[config.mk]
export PLATFORM = sky130hd
export DESIGN_NAME = phase_sequencer
export DESIGN_NICKNAME = d
export VERILOG_FILES = /design/src/rtl/phase_sequencer.sv
export SDC_FILE = /design/constraint.sdc
export NUM_CORES = 1
export LEC_CHECK = 0
export CAP_MARGIN = 20
export CORE_AREA = 2 2 64 66
export CTS_CLUSTER_SIZE = 8
export DETAILED_ROUTE_END_ITERATION = 7
export DIE_AREA = 0 0 66 68
export GPL_ROUTABILITY_DRIVEN = 0
export PLACE_DENSITY = 0.77
export SETUP_SLACK_MARGIN = 0.1
export SLEW_MARGIN = 20
export SYNTH_ARGS = -nofsm -noshare
export SYNTH_HDL_FRONTEND = slang
export SYNTH_SLANG_ARGS = --single-unit
[constraint.sdc]
create_clock -name clk -period 4.2 [get_ports clk]
set_input_delay 1.26 -clock clk [delete_from_list [all_inputs] [get_ports clk]]
set_output_delay 1.26 -clock clk [all_outputs]
set_load 0.02 [all_outputs]
[src/rtl/phase_sequencer.sv]
// Run/pause sequencer stepping a five-phase instruction cycle from a debounced push-button.
// Short instructions (ST, taken-branch forms, CMP, OUT) finish at P4; HLT stops the block at P2.
module phase_sequencer #(
    parameter int unsigned DEBOUNCE = 4
) (
    input  logic        clk,
    input  logic        rst,
    input  logic        start_btn,
    input  logic        step_mode,
    input  logic [15:0] instruction,
    output logic [2:0]  phase,
    output logic        exec,
    output logic        halted,
    output logic        instr_done,
    output logic [15:0] instr_count
);

    typedef enum logic [1:0] {StIdle, StRun, StHalted} state_e;

    localparam logic [7:0] DbLast = 8'(DEBOUNCE - 1);

    logic        sync1_q, sync2_q;
    logic        stable_q, stable_d;
    logic [7:0]  db_cnt_q, db_cnt_d;
    logic        press_q, press_d;

    state_e      state_q, state_d;
    logic [2:0]  phase_q, phase_d;
    logic        pause_q, pause_d;
    logic [15:0] instr_count_q, instr_count_d;

    logic [1:0]  op;
    logic        short_instr;
    logic        is_hlt;
    logic [2:0]  last_phase;
    logic        at_last;
    logic        unused_ir_bits;

    // Button path: synchronizer, then a run-length debouncer on the synchronized level.
    always_ff @(posedge clk) begin
        if (rst) begin
            sync1_q  <= 1'b0;
            sync2_q  <= 1'b0;
            stable_q <= 1'b0;
            db_cnt_q <= '0;
            press_q  <= 1'b0;
        end else begin
            sync1_q  <= start_btn;
            sync2_q  <= sync1_q;
            stable_q <= stable_d;
            db_cnt_q <= db_cnt_d;
            press_q  <= press_d;
        end
    end

    always_comb begin
        stable_d = stable_q;
        db_cnt_d = db_cnt_q;
        if (sync2_q == stable_q) begin
            db_cnt_d = '0;
        end else if (db_cnt_q == DbLast) begin
            stable_d = sync2_q;
            db_cnt_d = '0;
        end else begin
            db_cnt_d = db_cnt_q + 8'd1;
        end
        press_d = stable_d & ~stable_q;
    end

    assign op             = instruction[15:14];
    assign unused_ir_bits = ^{instruction[10:8], instruction[3:0]};

    always_comb begin
        short_instr = (op == 2'b01)
                    || (op == 2'b10 && (instruction[13:11] == 3'b100
                                        || instruction[13:11] == 3'b111))
                    || (op == 2'b11 && (instruction[7:4] == 4'b0101
                                        || instruction[7:4] == 4'b1101));
        is_hlt      = (op == 2'b11) && (instruction[7:4] == 4'b1111);
        last_phase  = short_instr ? 3'd4 : 3'd5;
        at_last     = (state_q == StRun) && (phase_q == last_phase);
    end

    always_ff @(posedge clk) begin
        if (rst) begin
            state_q       <= StIdle;
            phase_q       <= 3'd0;
            pause_q       <= 1'b0;
            instr_count_q <= 16'h0000;
        end else begin
            state_q       <= state_d;
            phase_q       <= phase_d;
            pause_q       <= pause_d;
            instr_count_q <= instr_count_d;
        end
    end

    always_comb begin
        state_d       = state_q;
        phase_d       = phase_q;
        pause_d       = pause_q;
        instr_count_d = instr_count_q;
        unique case (state_q)
            StIdle: begin
                if (press_q) begin
                    state_d = StRun;
                    phase_d = 3'd1;
                    pause_d = 1'b0;
                end
            end
            StRun: begin
                if (phase_q == 3'd2 && is_hlt) begin
                    state_d = StHalted;
                    phase_d = 3'd0;
                    pause_d = 1'b0;
                end else if (at_last) begin
                    instr_count_d = instr_count_q + 16'd1;
                    // A press landing exactly on the last phase pauses just like a pending one.
                    if (pause_q || press_q || step_mode) begin
                        state_d = StIdle;
                        phase_d = 3'd0;
                        pause_d = 1'b0;
                    end else begin
                        phase_d = 3'd1;
                    end
                end else begin
                    phase_d = phase_q + 3'd1;
                    if (press_q) begin
                        pause_d = 1'b1;
                    end
                end
            end
            StHalted: begin
                state_d = StHalted;
            end
            default: begin
                state_d = StIdle;
                phase_d = 3'd0;
                pause_d = 1'b0;
            end
        endcase
    end

    always_comb begin
        phase       = phase_q;
        exec        = (phase_q != 3'd0);
        halted      = (state_q == StHalted);
        instr_done  = at_last & ~rst;
        instr_count = instr_count_q;
    end

endmodule
==> results.yml <==
clock_network:
  cts_sinks: 34
  cts_buffers: 5
  ctsHtreeMaxLevel: 2
  cts-root-buf: "clkbuf_8"
  cts_tree: "built"
  path_clk_slew_ns: 0.07
  clk_path_buf_depth: 2
  clkLatencyLatePin_ns: 0.29
die:
  core_area_um2: 3860
  initial_core_util: 0.472
  dieWidth_um: 66
  die_h_um: 68
  rows: 23
  io_pins: 42
  dieArea_um2: 4490
sta:
  worst_slew_pin_slew_ns: 0.517
  tns_ns: 0
  min_period_over_period: 0.938
  max_slew_margin: 0.652
  fmax_ghz: 0.254
  fin_crit_ns: 3.94
  finalHoldViolations: 0
  finalMaxSlewViolations: 0
  holdWs_ns: 0.457
  skew_ns: 0.00660
  setup_violations: 0
  rsz0062_at_grt: "no"
synthesis:
  synth_nets: 239
  ys_seq_elements: 34
  ys.flop_type: "dfxtp_1"
  ys_seq_area_frac: 0.374
  synth_cell_types: 48
  synth_edf_count: 0
  synth-async-reset-ratio: 0
  netlist_instances: 214
  synth.top_cell.area_share: 0.374
  yosys.area.top_type: "dfxtp_1"
  avgSynthCellArea_um2: 8.50
  synth-warning-count: 0
  netlist_area_um2: 1820
  ys_top_cells_by_area: "dfxtp_1 (37%), nor2_1 (6.6%), mux2_2 (5.6%)"
pwr:
  p_sw_w: 0.000146
  p_int_w: 0.000598
  total_power_w: 0.000744
  p_sw_frac: 0.196
  peakVddDrop_mv: 0.244
  clkPwrFrac: 0.507
  power_frac_seq: 0.436
  power_frac_comb: 0.057
  p_leak_nw: 0.879
  p_per_area_nw_per_um2: 308
route:
  route.detailed.drc: 0
  drt.antenna.violating_nets: 0
  vias: 1712
  viasPerCell: 5.54
  wire_per_inst_um: 13.2
  wl_mm: 4.07
  dr.pass1.iters: 4
  dr.first_iter.drc_count: 81
placement:
  place_inst: 301
  hpwl_mm: 2.87
  io_buffers: 34
hold_path:
  hold_path.class: "reg -> reg"
global_route:
  grt_pass1_wl_mm: 6.95
  grt_use_total: 0.202
  use_met3: 0.0592
  grt_max_degree: 37
  grt_pass1_vias: 1569
  gr-usage-met1: 0.242
  grt.overflow.total: 0
  grt_use_met2: 0.340
  grt_busiest_layer: "met2"
  antenna_found_initial: 0
setup_path:
  crit_family: "buffers and inverters"
  crit_type: "in -> out"
  critPathRequiredTime_ns: 2.94
  startpoint_type: "primary input"
  worstPathMaxFanout: 2
  critPathBufInv: 3
  r2r_slack_ns: 2.07
  path_cells: "clkdlybuf4s50_1, xor2_2, buf_4, o22ai_2, nor3_2, nor4_2, buf_2"
  cp.arrival_ns: 2.68
  setup.worst_path.end_class: "output pin"
  max_stage_delay_ns: 0.45
  slowest_stage: "clkdlybuf4s50_1"
final_layout:
  drive_gt1_frac: 0.151
  fin_cells: 309
  area_growth_pct: 32.9
  diodes: 0
  final_nets: 283
outcome:
  outcome: "complete, no violations"
job:
  cap_violations: 0
final timing paths:
path | from | cells past startpoint | endpoint
min reg2reg | sync1_q$_SDFF_PP0_ | 1 | sync2_q$_SDFF_PP0_
min | sync1_q$_SDFF_PP0_ | 1 | sync2_q$_SDFF_PP0_
max | instruction[11] | 7 | instr_done
max reg2reg | phase[2]$_SDFFE_PP0P_ | 5 | instr_count[14]$_SDFFE_PP0P_
flip-flops by register name, summed over array words and instances (netlist names):
| signal | cells |
|---|---|
| db_cnt_q | 8 |
| instr_count | 16 |
| pause_q | 1 |
| phase | 3 |
| press_q | 1 |
| stable_q | 1 |
| state_q | 2 |
| sync1_q | 1 |
| sync2_q | 1 |
power by group through the flow:
stage          clock network (W)  logic [W]  registers [W]
6_report                0.000377  0.0000426       0.000324
5_1_grt                 0.000402  0.0000465       0.000324
4_1_cts                 0.000385  0.0000415       0.000324
3_5_place_dp                   0  0.0000411       0.000332
3_3_place_gp                   0  0.0000400       0.000332
2_1_floorplan                  0  0.0000185       0.000331
per-stage QoR:
stage               instance area, µm²  utilization  setup slack, ns
CTS                               2410        0.625            0.159
global route                      2420        0.627            0.188
finish                            2420        0.627            0.262
floorplan                         1820            -            0.349
global placement                  2260        0.586           -0.246
detailed placement                2260        0.586           -0.240
worst reg2reg max path, delay by kind of cell, from the launching register on:
kind,cells,cell delay (ns)
compound gates,1,0.24
flops,1,0.47
mux,1,0.35
simple gates,3,0.96
synth_stat cells, types with 2 or more instances:
master / count
a21o_1: 2
clkbuf_1: 4
dfxtp_1: 34
nand2_1: 10
mux2_1: 2
nor3_1: 7
or4_1: 2
mux2i_1: 2
nand4_1: 6
or2b_1: 2
nor2b_1: 14
nand3_1: 13
o31ai_1: 2
a21oi_1: 12
or2_2: 3
ha_1: 5
nor4b_1: 3
inv_1: 5
nor4_1: 5
xnor2_1: 2
o21ai_0: 3
mux2_2: 9
nand2b_1: 3
o21ai_1: 2
nor2_1: 32
and3_1: 3
xor2_1: 6
cells in the final DEF, fill, tap and decap left out, types with 3 or more instances in the layout:
cell type / instances
clkbuf_8: 6
nand3_1: 13
or2_2: 3
inv_1: 5
nand4_1: 6
ha_1: 5
a21oi_1: 12
clkdlybuf4s50_1: 33
buf_4: 10
nor4_1: 4
o21ai_0: 3
nor2_1: 32
and3_1: 3
dfxtp_1: 34
nor3_1: 6
nand2b_1: 3
xor2_1: 5
nand2_1: 10
mux2_2: 9
nor2b_1: 14
nor4b_1: 3
cell type report:
| type | count | area [µm²] |
|---|---|---|
| clock buffer | 6 | 82.6 |
| clock inverter | 2 | 60.1 |
| fill | 343 | 1440 |
| inverter | 5 | 18.8 |
| multi-input combinational | 168 | 1100 |
| sequential | 34 | 681 |
| tap | 50 | 62.6 |
| timing repair buffer | 44 | 410 |
per-layer routing:
metal | part of all wire | vias up
li1 | - | 857
met1 | 0.46 | 806
met2 | 0.47 | 43
met3 | 0.051 | 6
met4 | 0.014 | 0
met5 | 0 | -
logic make-up after synthesis:
group	synth area share
AOI/OAI and AO/OA	0.128
DFF	0.374
and+or+nand+nor	0.316
buffers and inverters	0.0303
adders and majority gates	0.0344
muxes	0.0791
xor gates and xnor gates	0.0385
what timing repair did:
item                                    in CTS  in global routing
resized for setup                            5                  3
endpoints found under the setup margin       1                  1
setup buffers                                0                  0
pin swaps                                    0                  0
hold buffers                                 0                  0
No activity file was read; power rests on OpenSTA's default activity.
